===== src/rtl/alu_logic_dispatch_pkg.sv =====
// alu_logic_pkg: op encodings, result-entry layout and default widths for the logic dispatch stage
package alu_logic_pkg;
    localparam int ALU_WIDTH = 16;
    localparam int ALU_TAG_W = 3;

    typedef enum logic [1:0] {
        OP_AND = 2'b00,
        OP_OR  = 2'b01,
        OP_XOR = 2'b10,
        OP_NOT = 2'b11
    } alu_op_e;

    typedef struct packed {
        logic [ALU_WIDTH-1:0] result;
        logic [ALU_TAG_W-1:0] tag;
        logic                 zero;
        logic                 neg;
    } res_entry_t;
endpackage


===== src/rtl/alu_logic_dispatch_result_fifo.sv =====
// alu_result_fifo: first-word-fall-through result buffer; pointers wrap modulo DEPTH so any depth works
module alu_result_fifo
    import alu_logic_pkg::*;
#(
    parameter type T = res_entry_t,
    parameter int DEPTH = 4,
    localparam int CW = $clog2(DEPTH + 1),
    localparam int PW = $clog2(DEPTH)
) (
    input  logic          clk,
    input  logic          rst,
    input  logic          push,
    input  T              push_data,
    input  logic          pop,
    output T              head,
    output logic [CW-1:0] count,
    output logic          full,
    output logic          empty
);
    T              mem_q [DEPTH];
    T              mem_d [DEPTH];
    logic [PW-1:0] wr_q, wr_d, rd_q, rd_d;
    logic [CW-1:0] cnt_q, cnt_d;
    logic          pop_ok;

    function automatic logic [PW-1:0] nxt(input logic [PW-1:0] p);
        return (p == PW'(DEPTH - 1)) ? '0 : p + 1'b1;
    endfunction

    always_comb begin
        empty  = (cnt_q == '0);
        full   = (cnt_q == CW'(DEPTH));
        pop_ok = pop & ~empty;
        mem_d  = mem_q;
        if (push) mem_d[wr_q] = push_data;
        wr_d   = push ? nxt(wr_q) : wr_q;
        rd_d   = pop_ok ? nxt(rd_q) : rd_q;
        cnt_d  = cnt_q + CW'(push) - CW'(pop_ok);
        head   = mem_q[rd_q];
        count  = cnt_q;
    end

    always_ff @(posedge clk or negedge rst) begin
        if (!rst) begin
            for (int i = 0; i < DEPTH; i++) mem_q[i] <= '0;
            wr_q  <= '0;
            rd_q  <= '0;
            cnt_q <= '0;
        end else begin
            mem_q <= mem_d;
            wr_q  <= wr_d;
            rd_q  <= rd_d;
            cnt_q <= cnt_d;
        end
    end

    // Upstream credits make this unreachable; it guards against credit-logic regressions.
    assert property (@(posedge clk) disable iff (!rst) !(push && full));
endmodule


===== src/rtl/alu_logic_dispatch.sv =====
// alu_logic_dispatch: issues ops onto the shared logic-unit bus, collects results and buffers them for writeback
module alu_logic_dispatch
    import alu_logic_pkg::*;
#(
    parameter int WIDTH = ALU_WIDTH,
    parameter int TAG_W = ALU_TAG_W,
    parameter int DEPTH = 4
) (
    input  logic             clk,
    input  logic             rst,
    input  logic             in_valid,
    output logic             in_ready,
    input  logic [1:0]       in_op,
    input  logic [WIDTH-1:0] in_a,
    input  logic [WIDTH-1:0] in_b,
    input  logic [TAG_W-1:0] in_tag,
    output logic [WIDTH-1:0] lu_inp1,
    output logic [WIDTH-1:0] lu_inp2,
    input  logic [WIDTH-1:0] lu_and_out,
    input  logic [WIDTH-1:0] lu_or_out,
    input  logic [WIDTH-1:0] lu_xor_out,
    input  logic [WIDTH-1:0] lu_not_out,
    output logic             out_valid,
    input  logic             out_ready,
    output logic [WIDTH-1:0] out_result,
    output logic [TAG_W-1:0] out_tag,
    output logic             out_zero,
    output logic             out_neg
);
    localparam int CW = $clog2(DEPTH + 1);

    typedef struct packed {
        logic [WIDTH-1:0] result;
        logic [TAG_W-1:0] tag;
        logic             zero;
        logic             neg;
    } entry_t;

    logic [WIDTH-1:0] inp1_q, inp1_d, inp2_q, inp2_d;
    logic             s1_valid_q, s1_valid_d, s2_valid_q, s2_valid_d;
    alu_op_e          s1_op_q, s1_op_d, s2_op_q, s2_op_d;
    logic [TAG_W-1:0] s1_tag_q, s1_tag_d, s2_tag_q, s2_tag_d;
    logic             accept;
    logic [WIDTH-1:0] sel;
    entry_t           push_data, head;
    logic [CW-1:0]    fifo_count;
    logic             fifo_full, fifo_empty;

    always_comb begin
        // Credits count every request that will eventually occupy a FIFO slot; same-cycle pops are ignored.
        in_ready   = rst & ~fifo_full &
                     ((int'(fifo_count) + int'(s1_valid_q) + int'(s2_valid_q)) < DEPTH);
        accept     = in_valid & in_ready;
        inp1_d     = accept ? in_a : inp1_q;
        inp2_d     = accept ? in_b : inp2_q;
        s1_valid_d = accept;
        s1_op_d    = accept ? alu_op_e'(in_op) : s1_op_q;
        s1_tag_d   = accept ? in_tag : s1_tag_q;
        s2_valid_d = s1_valid_q;
        s2_op_d    = s1_op_q;
        s2_tag_d   = s1_tag_q;
        sel        = (s2_op_q == OP_AND) ? lu_and_out :
                     (s2_op_q == OP_OR)  ? lu_or_out  :
                     (s2_op_q == OP_XOR) ? lu_xor_out : lu_not_out;
        push_data  = '{result: sel, tag: s2_tag_q, zero: ~|sel, neg: sel[WIDTH-1]};
        lu_inp1    = inp1_q;
        lu_inp2    = inp2_q;
        out_valid  = ~fifo_empty;
        out_result = head.result;
        out_tag    = head.tag;
        out_zero   = head.zero;
        out_neg    = head.neg;
    end

    always_ff @(posedge clk or negedge rst) begin
        if (!rst) begin
            inp1_q     <= '0;
            inp2_q     <= '0;
            s1_valid_q <= 1'b0;
            s1_op_q    <= OP_AND;
            s1_tag_q   <= '0;
            s2_valid_q <= 1'b0;
            s2_op_q    <= OP_AND;
            s2_tag_q   <= '0;
        end else begin
            inp1_q     <= inp1_d;
            inp2_q     <= inp2_d;
            s1_valid_q <= s1_valid_d;
            s1_op_q    <= s1_op_d;
            s1_tag_q   <= s1_tag_d;
            s2_valid_q <= s2_valid_d;
            s2_op_q    <= s2_op_d;
            s2_tag_q   <= s2_tag_d;
        end
    end

    alu_result_fifo #(.T(entry_t), .DEPTH(DEPTH)) u_fifo (
        .clk       (clk),
        .rst       (rst),
        .push      (s2_valid_q),
        .push_data (push_data),
        .pop       (out_ready),
        .head      (head),
        .count     (fifo_count),
        .full      (fifo_full),
        .empty     (fifo_empty)
    );
endmodule


===== config.mk =====
export PLATFORM = sky130hd
export DESIGN_NAME = alu_logic_dispatch
export DESIGN_NICKNAME = d
export VERILOG_FILES = /design/src/rtl/alu_logic_dispatch_pkg.sv /design/src/rtl/alu_logic_dispatch_result_fifo.sv /design/src/rtl/alu_logic_dispatch.sv
export SDC_FILE = /design/constraint.sdc
export NUM_CORES = 1
export LEC_CHECK = 0
export CORE_UTILIZATION = 52
export CTS_CLUSTER_DIAMETER = 30
export DETAILED_ROUTE_END_ITERATION = 7
export PLACE_DENSITY = 0.94
export SYNTH_ARGS = -nofsm -noshare
export SYNTH_HDL_FRONTEND = slang
export SYNTH_SLANG_ARGS = --single-unit
export TNS_END_PERCENT = 5

===== constraint.sdc =====
create_clock -name clk -period 4.2 [get_ports clk]
set_clock_uncertainty 0.15 [all_clocks]
set_input_delay 0.42 -clock clk [delete_from_list [all_inputs] [get_ports clk]]
set_output_delay 0.42 -clock clk [all_outputs]
set_load 0.01 [all_outputs]

==> metrics.txt <==
CTS clk-pin slew, worst paths 0.05 ns; 1st-iter DRT viols 122; drt total wl between 10 and 15 mm; worst setup margin 1.19 ns; Post-synth EDFFs 0; yosys warns 0; # H-tree levels 4; CP max FO 16; Post-CTS Resized 0; #FFs+latches synth 131; Peak Freq 333 MHz; WL met3 1.28 mm; Core Footprint ~11000 sq um; final cell count without fillers 668; all-layer global routing usage 0.245; post-route setup TNS 0 ns; cts hold-fix bufs 1; Yosys top cell area share 0.559; share of layout cells above drive strength 1 0.354; DIE HEIGHT 108 microns; commonest cells in the netlist dfrtp_1 (131), mux2_2 (111), mux4_2 (36); hold_ws 0.222 ns; DP Cell Count about 640; Vias/cell 5.54; RSZ-0062 raised after global routing no; Yosys cell types 29; leakage 3.40 nW; post-route cell area between 8000 and 9000 sq um; CTS buffer count 17; Sink Count 131; Async SR Flop Fraction 1.00; IO Count 160; Post-Syn Area 5870 sq um; wl on met1 about 5 mm; max-capacitance violation count 0; Post-Syn Instances approximately 350; Setup Fix Bufs, Post-CTS 0; fin crit share 0.716; placed cell area about 7500 sq um; Area Growth Syn to Fin 39.1%; Pre-antenna DRT Iters 4; PD cells 793 nW/um^2; Clk Latency, worst-skew pair 0.41 ns; Max Used Layer met4; HPWL after DPL 9.00 mm; count leader, synth dfrtp_1; final setup fails 0; fin nets 630; worst rel slew slack 0.273; metal2 WL roughly 6.7 mm; area leader, netlist dfrtp_1; root buffer selected by CTS clkbuf_16; Place WS 1.46 ns; status completed; DRT antenna net count 0; crit path DAT 2.44 ns; full die area 11700 sq um; IO buf count 159; post-route DRC violation count 0; Overflow after GRT 0; largest net degree at the start of global routing slightly below 80; critical path type flip-flop to primary output; final slew viol count 0; Final Hold Viols 0; vias in the first global route 4186; Tmin final 3.01 ns; initial antenna violation count 0; CTS tree done; Routed WL per cell 19.7 microns; Die X-Extent 108 microns; Worst Hold Class flip-flop to flip-flop; # diodes 0; syn nets 468; worst-margin pin slew 1.09 ns; VDD IR max a little over 500 uV; Crit path required time 3.63 ns; total vias in the final route 3702; Clock Tree Buf Depth 2; main area contributors after synthesis dfrtp_1 (56%), mux2_2 (21%), mux4_2 (14%); ys flop type dfrtp_1; global-route wire length before repair about 21 mm; sequential cell area fraction in the yosys report 0.559; Post-Syn Area per Cell 16.6 sq um; Worst Setup End Kind primary output; cell row count 38; starting density of the core 0.536; RD Place Congestion 0.725; startpoint type of the worst setup path flip-flop
## registers in the layout (all words and copies together) (netlist names)
signal	flops
lu_inp1	16
lu_inp2	16
s1_op_q	2
s1_tag_q	3
s1_valid_q	1
s2_op_q	2
s2_tag_q	3
s2_valid_q	1
u_fifo.count	3
u_fifo.mem_q	80
u_fifo.rd_q	2
u_fifo.wr_q	2
## final timing paths
kind                                startpoint  slack, ns  cells after the start               end
min in group asynchronous                  rst       0.48                      2   u_fifo.mem_q[0]
worst max register to register      s2_op_q[0]       1.42                      4  u_fifo.mem_q[22]
max in group asynchronous                  rst       2.01                      3  u_fifo.mem_q[14]
worst min-delay path               s1_tag_q[1]       0.22                      0       s2_tag_q[1]
worst max-delay path            u_fifo.rd_q[0]       1.19                      3    out_result[11]
worst min register to register     s1_tag_q[1]       0.22                      0       s2_tag_q[1]
## worst max-delay path, cell delays in order (launching register included)
cell	delay (ns)
dfrtp_1	0.55
buf_4	0.40
mux4_2	0.58
clkdlybuf4s50_1	0.50
## cells in the final DEF (no fill, tap or decap), drive strengths merged, types with 2 or more instances in the layout
cell type      count
mux4              36
o21ai              6
a21o               2
clkinvlp           4
mux2             114
buf                5
nand2             11
clkinv             4
clkbuf            20
bufinv             3
nor4               4
dfrtp            131
ha                 9
clkdlybuf4s50    158
inv                9
## power by group
group	switching, mW	internal [mW]	total, mW	leakage (nW)
Combinational	0.945	1.67	2.61	1.57
Sequential	0.475	1.89	2.37	1.56
Clock	0.537	0.950	1.49	0.283
## kinds of logic after synthesis
logic type | count (synthesis) | synth area share
DFF | 131 | 0.559
AOI/OAI and AO/OA | 11 | 0.0111
and+or+nand+nor | 21 | 0.0245
buffers and inverters | 29 | 0.0243
muxes | 150 | 0.357
adders and majority gates | 10 | 0.0226
xor gates and xnor gates | 1 | 0.00149
## metal layers
| metal | vias to the layer above | track usage |
|---|---|---|
| met5 | - | 0 |
| met4 | 0 | 0.0832 |
| met3 | 14 | 0.0880 |
| met2 | 159 | 0.427 |
| met1 | 1885 | 0.278 |
| li1 | 1644 | - |
## layout make-up
cell class              instances  area, sq um
clock inverters                12          156
repair buffers                164         1630
well taps                     140          175
clock buffers                  20          447
fillers                       679         2780
inverters                       8         30.0
multi-input cells             193         2440
flip-flops and latches        131         3280
## stage by stage
stage | util | total power, mW
floorplan | - | 3.83
global placement | 0.690 | 4.87
detailed placement | 0.690 | 5.00
CTS | 0.746 | 6.52
global route | 0.746 | 6.82
finish | 0.746 | 6.47
Power figures use the tool's default switching activity.
